--- src/rtl/wb_pkg.sv ---
// Shared types for the register-file write-port controller.
package wb_pkg;
  localparam int WB_DATA_W = 32;
  localparam int WB_ADDR_W = 5;

  typedef logic [WB_ADDR_W-1:0] reg_idx_t;

  typedef struct packed {
    reg_idx_t              rd;
    logic [WB_DATA_W-1:0]  data;
  } md_res_t;

  localparam reg_idx_t REG_ZERO = '0;
endpackage

--- src/rtl/wb_md_fifo.sv ---
// Small synchronous FIFO holding multiply/divide results.
module wb_md_fifo #(
  parameter int WIDTH = 37,
  parameter int DEPTH = 2
) (
  input  logic             clock,
  input  logic             reset,
  input  logic             push_i,
  input  logic [WIDTH-1:0] din_i,
  input  logic             pop_i,
  output logic             full_o,
  output logic             empty_o,
  output logic [WIDTH-1:0] head_o
);
  localparam int AW = $clog2(DEPTH);

  logic [WIDTH-1:0] mem_q [DEPTH];
  logic [AW-1:0]    wp_q, rp_q;
  logic [AW:0]      cnt_q;

  always_ff @(posedge clock) begin
    if (push_i) mem_q[wp_q] <= din_i;
  end

  always_ff @(posedge clock or posedge reset) begin
    if (reset) begin
      wp_q  <= '0;
      rp_q  <= '0;
      cnt_q <= '0;
    end else begin
      wp_q  <= wp_q + AW'(push_i);
      rp_q  <= rp_q + AW'(pop_i);
      cnt_q <= cnt_q + (AW+1)'(push_i)
                     - (AW+1)'(pop_i);
    end
  end

  assign full_o  = (cnt_q == (AW+1)'(DEPTH));
  assign empty_o = (cnt_q == '0);
  assign head_o  = mem_q[rp_q];
endmodule

--- src/rtl/wb_port_ctrl.sv ---
// Register-file write port: pipeline vs mul/div merge plus scoreboard.
// Optional WB_BYPASS_EN adds same-cycle forwarding of the pending write.
module wb_port_ctrl
  import wb_pkg::*;
#(
  parameter int DATA_W       = WB_DATA_W,
  parameter int ADDR_W       = WB_ADDR_W,
  parameter int MD_DEPTH     = 2,
  parameter int STARVE_LIMIT = 4
) (
  input  logic                 clock,
  input  logic                 reset,
  input  logic                 pipe_valid,
  input  logic [ADDR_W-1:0]    pipe_rd,
  input  logic [DATA_W-1:0]    pipe_data,
  input  logic                 md_issue,
  input  logic [ADDR_W-1:0]    md_issue_rd,
  input  logic                 md_valid,
  input  logic [ADDR_W-1:0]    md_rd,
  input  logic [DATA_W-1:0]    md_data,
  output logic                 md_ready,
  output logic                 stall_req,
  output logic                 wr_en,
  output logic [ADDR_W-1:0]    wr_addr,
  output logic [DATA_W-1:0]    wr_data,
  output logic [2**ADDR_W-1:0] busy_vec
`ifdef WB_BYPASS_EN
  ,
  input  logic [ADDR_W-1:0]    rs_a,
  input  logic [ADDR_W-1:0]    rs_b,
  output logic                 fwd_a_hit,
  output logic                 fwd_b_hit,
  output logic [DATA_W-1:0]    fwd_a_data,
  output logic [DATA_W-1:0]    fwd_b_data
`endif
);
  localparam int NREG  = 2**ADDR_W;
  localparam int AGE_W = $clog2(STARVE_LIMIT + 1);
  localparam int RES_W = ADDR_W + DATA_W;

  typedef struct packed {
    logic [ADDR_W-1:0] rd;
    logic [DATA_W-1:0] data;
  } res_t;

  logic [ADDR_W-1:0] zero_rd;
  assign zero_rd = ADDR_W'(REG_ZERO);

  res_t              head, din;
  logic [RES_W-1:0]  head_raw;
  logic              q_full, q_empty;
  logic              push, pop;

  assign din  = '{rd: md_rd, data: md_data};
  assign head = head_raw;

  wb_md_fifo #(
    .WIDTH (RES_W),
    .DEPTH (MD_DEPTH)
  ) u_md_fifo (
    .clock   (clock),
    .reset   (reset),
    .push_i  (push),
    .din_i   (din),
    .pop_i   (pop),
    .full_o  (q_full),
    .empty_o (q_empty),
    .head_o  (head_raw)
  );

  // Ready depends on stored state only, so a full queue never pops and
  // accepts in the same cycle.
  assign md_ready = !q_full;
  assign push     = md_valid && !q_full;
  assign pop      = !pipe_valid && !q_empty;

  logic              wr_en_q, wr_en_d;
  logic [ADDR_W-1:0] wr_addr_q, sel_rd;
  logic [DATA_W-1:0] wr_data_q, sel_data;
  logic [NREG-1:0]   busy_q, busy_d;
  logic [AGE_W-1:0]  age_q, age_d;
  logic              stall_q, stall_d;
  logic              sel_v;

  always_comb begin
    sel_v    = 1'b0;
    sel_rd   = head.rd;
    sel_data = head.data;
    unique case (1'b1)
      pipe_valid: begin
        sel_v    = 1'b1;
        sel_rd   = pipe_rd;
        sel_data = pipe_data;
      end
      pop:     sel_v = 1'b1;
      default: sel_v = 1'b0;
    endcase
    wr_en_d = sel_v && (sel_rd != zero_rd);
  end

  always_comb begin
    busy_d = busy_q;
    if (pop) busy_d[head.rd] = 1'b0;
    if (md_issue && md_issue_rd != zero_rd)
      busy_d[md_issue_rd] = 1'b1;
  end

  always_comb begin
    age_d = age_q;
    if (pop || q_empty)
      age_d = '0;
    else if (age_q != AGE_W'(STARVE_LIMIT))
      age_d = age_q + AGE_W'(1);
    stall_d = stall_q;
    if (pop)
      stall_d = 1'b0;
    else if (age_q == AGE_W'(STARVE_LIMIT))
      stall_d = 1'b1;
  end

  always_ff @(posedge clock or posedge reset) begin
    if (reset) begin
      wr_en_q   <= 1'b0;
      wr_addr_q <= '0;
      wr_data_q <= '0;
      busy_q    <= '0;
      age_q     <= '0;
      stall_q   <= 1'b0;
    end else begin
      wr_en_q <= wr_en_d;
      if (wr_en_d) begin
        wr_addr_q <= sel_rd;
        wr_data_q <= sel_data;
      end
      busy_q  <= busy_d;
      age_q   <= age_d;
      stall_q <= stall_d;
    end
  end

  assign wr_en     = wr_en_q;
  assign wr_addr   = wr_addr_q;
  assign wr_data   = wr_data_q;
  assign busy_vec  = busy_q;
  assign stall_req = stall_q;

`ifdef WB_BYPASS_EN
  assign fwd_a_hit  = wr_en_q && wr_addr_q == rs_a
                      && rs_a != zero_rd;
  assign fwd_b_hit  = wr_en_q && wr_addr_q == rs_b
                      && rs_b != zero_rd;
  assign fwd_a_data = wr_data_q;
  assign fwd_b_data = wr_data_q;
`endif
endmodule

--- config.mk ---
export PLATFORM = sky130hd
export DESIGN_NAME = wb_port_ctrl
export DESIGN_NICKNAME = d
export VERILOG_FILES = /design/src/rtl/wb_pkg.sv /design/src/rtl/wb_md_fifo.sv /design/src/rtl/wb_port_ctrl.sv
export SDC_FILE = /design/constraint.sdc
export NUM_CORES = 1
export LEC_CHECK = 0
export CORE_ASPECT_RATIO = 1.5
export CORE_MARGIN = 2
export CORE_UTILIZATION = 53
export DETAILED_ROUTE_END_ITERATION = 10
export GPL_ROUTABILITY_DRIVEN = 1
export PLACE_DENSITY = 0.85
export SYNTH_ARGS = -nofsm -noshare
export SYNTH_HDL_FRONTEND = slang
export SYNTH_SLANG_ARGS = --single-unit
--- constraint.sdc ---
create_clock -name clock -period 4.3 [get_ports clock]
set_clock_uncertainty 0.1 [all_clocks]
set_input_delay 1.29 -clock clock [delete_from_list [all_inputs] [get_ports clock]]
set_output_delay 1.29 -clock clock [all_outputs]
set_load 0.1 [all_outputs]
==> Yosys cells after proc, flatten, opt, wreduce, memory -nomap -nowiden <==
Memories as Yosys holds them, arrays and structs flattened.
Index checks and enable logic that the tools add are counted.
{ "classes": {"addsub": 5, "order_cmp": 4, "eq_ne": 3, "mux": 15, "n_bitwise": 3, "reduce_logical": 16} }
{ "ops": {"columns": ["cell", "count"], "rows": [
  ["$mux 32", 3],
  ["$and 32x32->32", 1],
  ["$not 32->32", 1],
  ["$or 32x32->32", 1],
  ["$lt 5x6->1 const B", 2],
  ["$demux 1 s5", 2],
  ["$ge 5x1->1 const B", 2],
  ["$reduce_bool 5->1", 2],
  ["$mux 1", 7],
  ["$logic_and 1x1->1", 6],
  ["$mux 3", 2],
  ["$mux 5", 1],
  ["$reduce_bool 2->1", 2],
  ["$add 3x1->3 const B", 1],
  ["$eq 3x3->1 const B", 1],
  ["$logic_not 1->1", 3],
  ["$ne 3x3->1 const B", 1],
  ["$add 1x1->1", 2],
  ["$add 2x1->2", 1],
  ["$eq 2x2->1 const B", 1],
  ["$logic_not 2->1", 1],
  ["$reduce_or 2->1", 1],
  ["$sub 2x1->2", 1],
  ["$logic_or 1x1->1", 1]
]} }
{ "word_totals": {"ff_bits": 78, "mem_bits_rw": 74, "output_inout_bits": 72, "n_memories": 1} }
{ "mem_list": {"columns": ["memory", "words", "word_bits", "read_ports", "rd_ports_with_merged_regs", "wr", "line_no", "rtl"], "rows": [
  ["u_md_fifo.mem_q", 2, 37, 1, 0, 1, "wb_md_fifo.sv:17", "logic [WIDTH-1:0] mem_q [DEPTH];"]
]} }

==> Longest topological paths before layout <==
An unclocked memory read counts as a cell.
{ "depth": {"word_depth": 10, "depth_mapped": 8} }

==> By module <==
A second synthesis with hierarchy kept.
{ "unflattened": {"cells_unflattened": 512, "area_unflattened_um2": 6879.1} }
{ "modules_own_cells": {"columns": ["module", "n_inst", "cells_each", "area_each_um2"], "rows": [
  ["wb_port_ctrl", 1, 380, 3915.0],
  ["wb_md_fifo", 1, 132, 2964.1]
]} }

==> Least setup slack after synthesis <==
No wires, ideal clock.
{ "synth_timing": {"kind": "input port to flip-flop", "from": "input pipe_valid", "to": "register wr_data_q[10] (netlist: wr_data[10])", "setup_ns": 0.128, "arrival_time_ns": 2.709, "slack_ns": 1.363, "path_stages": 6, "n_path_buf": 2, "cell_sequence": "buf_2 -> nor3b_1 -> a211o_1 -> a41oi_4 -> buf_6 -> mux2_1"} }
{ "synth_between": {"elab_chain_len": 5} }
{ "synth_lines": {"columns": ["item", "line_no", "rtl"], "rows": [
  ["start: declaration", "wb_port_ctrl.sv:13", "input logic pipe_valid,"],
  ["$logic_not 1->1", "wb_port_ctrl.sv:75", "assign pop = !pipe_valid && !q_empty;"],
  ["$logic_and 1x1->1", "wb_port_ctrl.sv:75", null],
  ["$reduce_or 2->1 (no line)", null, null],
  ["$mux 1", "wb_port_ctrl.sv:89", "unique case (1'b1)"],
  ["$logic_and 1x1->1", "wb_port_ctrl.sv:98", "wr_en_d = sel_v && (sel_rd != zero_rd);"],
  ["end signal: assignment", "wb_port_ctrl.sv:133", "wr_data_q <= sel_data;"],
  ["end: declaration", "wb_port_ctrl.sv:79", "logic [DATA_W-1:0] wr_data_q, sel_data;"]
]} }
Several ways; a longest one is shown, not always the timed one.
A chain may end at the register's enable or synchronous reset.

==> Worst setup path in the final report <==
{ "layout_timing": {"from": "register wr_data_q[27] (netlist: wr_data[27])", "to": "output wr_data[27]"} }
{ "layout_lines": {"columns": ["item", "line_no", "rtl"], "rows": [
  ["end: declaration", "wb_port_ctrl.sv:25", "output logic [DATA_W-1:0] wr_data,"]
]} }
No word-level cell between the ends.

==> qor.txt <==
Crit Path Class - reg -> out
Hold WC Path Type - reg -> reg
Layout cell share with drive strength beyond 1 - 9.80%
Status - finished, final reports clean
Measured slew at the worst slew-check pin - 1.01 ns
CTS tree - done
Synth top area share - 35.4%
Worst slew margin - 32.2%
Port Buf Inserts - 155
Worst EP arrival - 1.95 ns
Post_cts resized - 0
RSZ-0062 raised after global routing - no
Global route overflow - 0
Core area - 11500 µm²
Routed vias - 4441
Hold Violations, Final - 0
Post-route DRC - 0
Clock transition at the registers of the reported paths - 0.06 ns
H-tree depth - 4
Critical path cell sequence - clkdlybuf4s50_1
Number of flops mapped to enable cells by yosys - 74
Syn Inst Count - 466
Slowest-stage cell, CP - clkdlybuf4s50_1
Final nets - 721
Final GP Congestion - 0.896
WL final - 14800 µm
Worst path max stage delay - 1.15 ns
First-pass GRT wire length - 23300 µm
Starting density of the core - 54.5%
Max-cap viol count - 0
Crit end category - output port
TNS Setup - 0 ns
Syn Std Cell Area - 6280 µm²
Initial antenna violation count - 0
Area delta synth->final - 36.5%
Starting DRT DRC Count - 232
Gr usage total - 24.0%
Top cells by area, synth - edfxtp_1, dfrtp_1, o21ai_0
Post-CTS Hold Buffers - 0
Postcts setup bufs - 0
Syn_nets - 556
Die ar. - 12800 µm²
Cell Rows - 48
Critical Path Source Type - register
Period utilization - 77.6%
Cell taking the most area after synthesis - edfxtp_1
Sequential fraction of the synthesis area - 66.4%
Final min period - 3.34 ns
Top FF cell, synth - dfrtp_1
CP delay by family, top - buffers and inverters
Crit path buf inv count - 1
Crit-path max FO - 2
Seq cells post-synth - 152
Skew-Pair Late Insertion Delay - 0.41 ns
Die H - 137 µm
Post-detail-place hpwl - 10600 µm
Async set-reset flop share out of synthesis - 51.3%
Final setup viols - 0
Largest net degree at the start of global routing - 64
Clock root buffer - clkbuf_16
Warnings, synthesis - 0
Remaining antenna violation count - 0
Clk buf depth - 2
Max-slew violation count - 0
Drt wl/cell - 18.7 µm
Netlist cell types - 42
Fmax achieved - 300 MHz
Syn avg cell area - 13.5 µm²
Number of global-route vias before repair - 4791
CTS Buf Count - 17
N_diodes - 0
Drt first pass iters - 5
DR vias/cell - 5.60
Data required time of the worst path - 2.91 ns
CTS sink count - 152
Die W - 92.9 µm
IO Count - 156
## metrics by stage
stage | hold WS [ns] | util [%] | instance area, µm² | setup slack (ns) | std cells
2_1_floorplan | 0.430 | - | 6280 | 0.915 | 466
3_3_place_gp | 0.370 | 69.4 | 8000 | 0.849 | 762
3_5_place_dp | 0.378 | 69.4 | 8000 | 0.815 | 762
4_1_cts | 0.392 | 74.4 | 8580 | 0.948 | 793
5_1_grt | 0.403 | 74.4 | 8580 | 0.918 | 793
6_report | 0.391 | 74.4 | 8580 | 0.961 | 793
## cell usage in the layout, fill, tap and decap left out, drive strengths merged, types with 2 or more instances in the layout
| cell type | instances |
|---|---|
| clkdlybuf4s50 | 153 |
| o21ai | 102 |
| dfrtp | 78 |
| edfxtp | 74 |
| nand2 | 39 |
| mux2i | 38 |
| mux2 | 37 |
| clkbuf | 20 |
| inv | 13 |
| buf | 12 |
| nand3 | 11 |
| nor2 | 6 |
| clkinvlp | 6 |
| ha | 6 |
| nor3b | 5 |
| nor3 | 4 |
| o22ai | 3 |
| xnor2 | 3 |
| nand3b | 3 |
| and3b | 3 |
| nand2b | 3 |
| clkinv | 3 |
| a31oi | 2 |
| a21oi | 2 |
| a22oi | 2 |
| bufinv | 2 |
## final timing paths
kind / startpoint / end / slack (ns) / cells after the start
max: wr_data[27]$_DFFE_PP0P_ / wr_data[27] / 0.96 / 1
min: wr_data[14]$_DFFE_PP0P_ / wr_data[14]$_DFFE_PP0P_ / 0.39 / 1
max reg2reg: u_md_fifo.rp_q$_DFF_PP0_ / wr_data[29]$_DFFE_PP0P_ / 1.87 / 5
min reg2reg: wr_data[14]$_DFFE_PP0P_ / wr_data[14]$_DFFE_PP0P_ / 0.39 / 1
max in group asynchronous: reset / wr_data[5]$_DFFE_PP0P_ / 2.18 / 3
min in group asynchronous: reset / wr_addr[3]$_DFFE_PP0P_ / 1.15 / 2
## cell type report
cell class	instances	area, µm²
tap	150	188
timing repair buffer	165	1620
clock inverter	11	124
multi-input combinational	282	1970
sequential	152	4180
inverter	13	50.0
clock buffer	20	457
fill	775	2950
## cells by family (layout without fill, tap and decap cells)
group           count (synthesis)  after routing  synth area share (%)
flops                         152            152                  66.4
fa+ha+maj                       6              6                  1.19
buf+inv                        32            209                  2.37
simple gates                   81             81                  6.33
xor+xnor                        4              4                 0.558
compound gates                116            116                  9.99
mux                            75             75                  13.1
## metal layers
layer	vias up	routed length, µm	GRT usage, %
li1	2036	-	-
met4	0	242	8.91
met2	220	8180	44.8
met3	18	1010	6.29
met1	2167	5370	25.7
met5	-	0	0
## sequential cells by signal (all words and copies together) (netlist names), 2 cells and up
name and flops:
u_md_fifo.mem_q 74, age_q 3, u_md_fifo.cnt_q 2, wr_addr 5, wr_data 32, busy_vec 32
## synthesized netlist by cell type, types with 4 or more instances
| cell | count |
|---|---|
| o21ai_0 | 80 |
| dfrtp_1 | 78 |
| edfxtp_1 | 74 |
| clkbuf_1 | 9 |
| o21ai_1 | 22 |
| nor3_1 | 4 |
| ha_1 | 6 |
| mux2i_1 | 35 |
| mux2_2 | 11 |
| buf_2 | 5 |
| nor2_1 | 6 |
| nor3b_1 | 5 |
| inv_1 | 12 |
| nand3_1 | 11 |
| nand2_1 | 39 |
| mux2_1 | 26 |
Power is left out: the tool's default activity adds up to more than one toggle a clock period on the data nets, which glitch-free logic cannot reach.
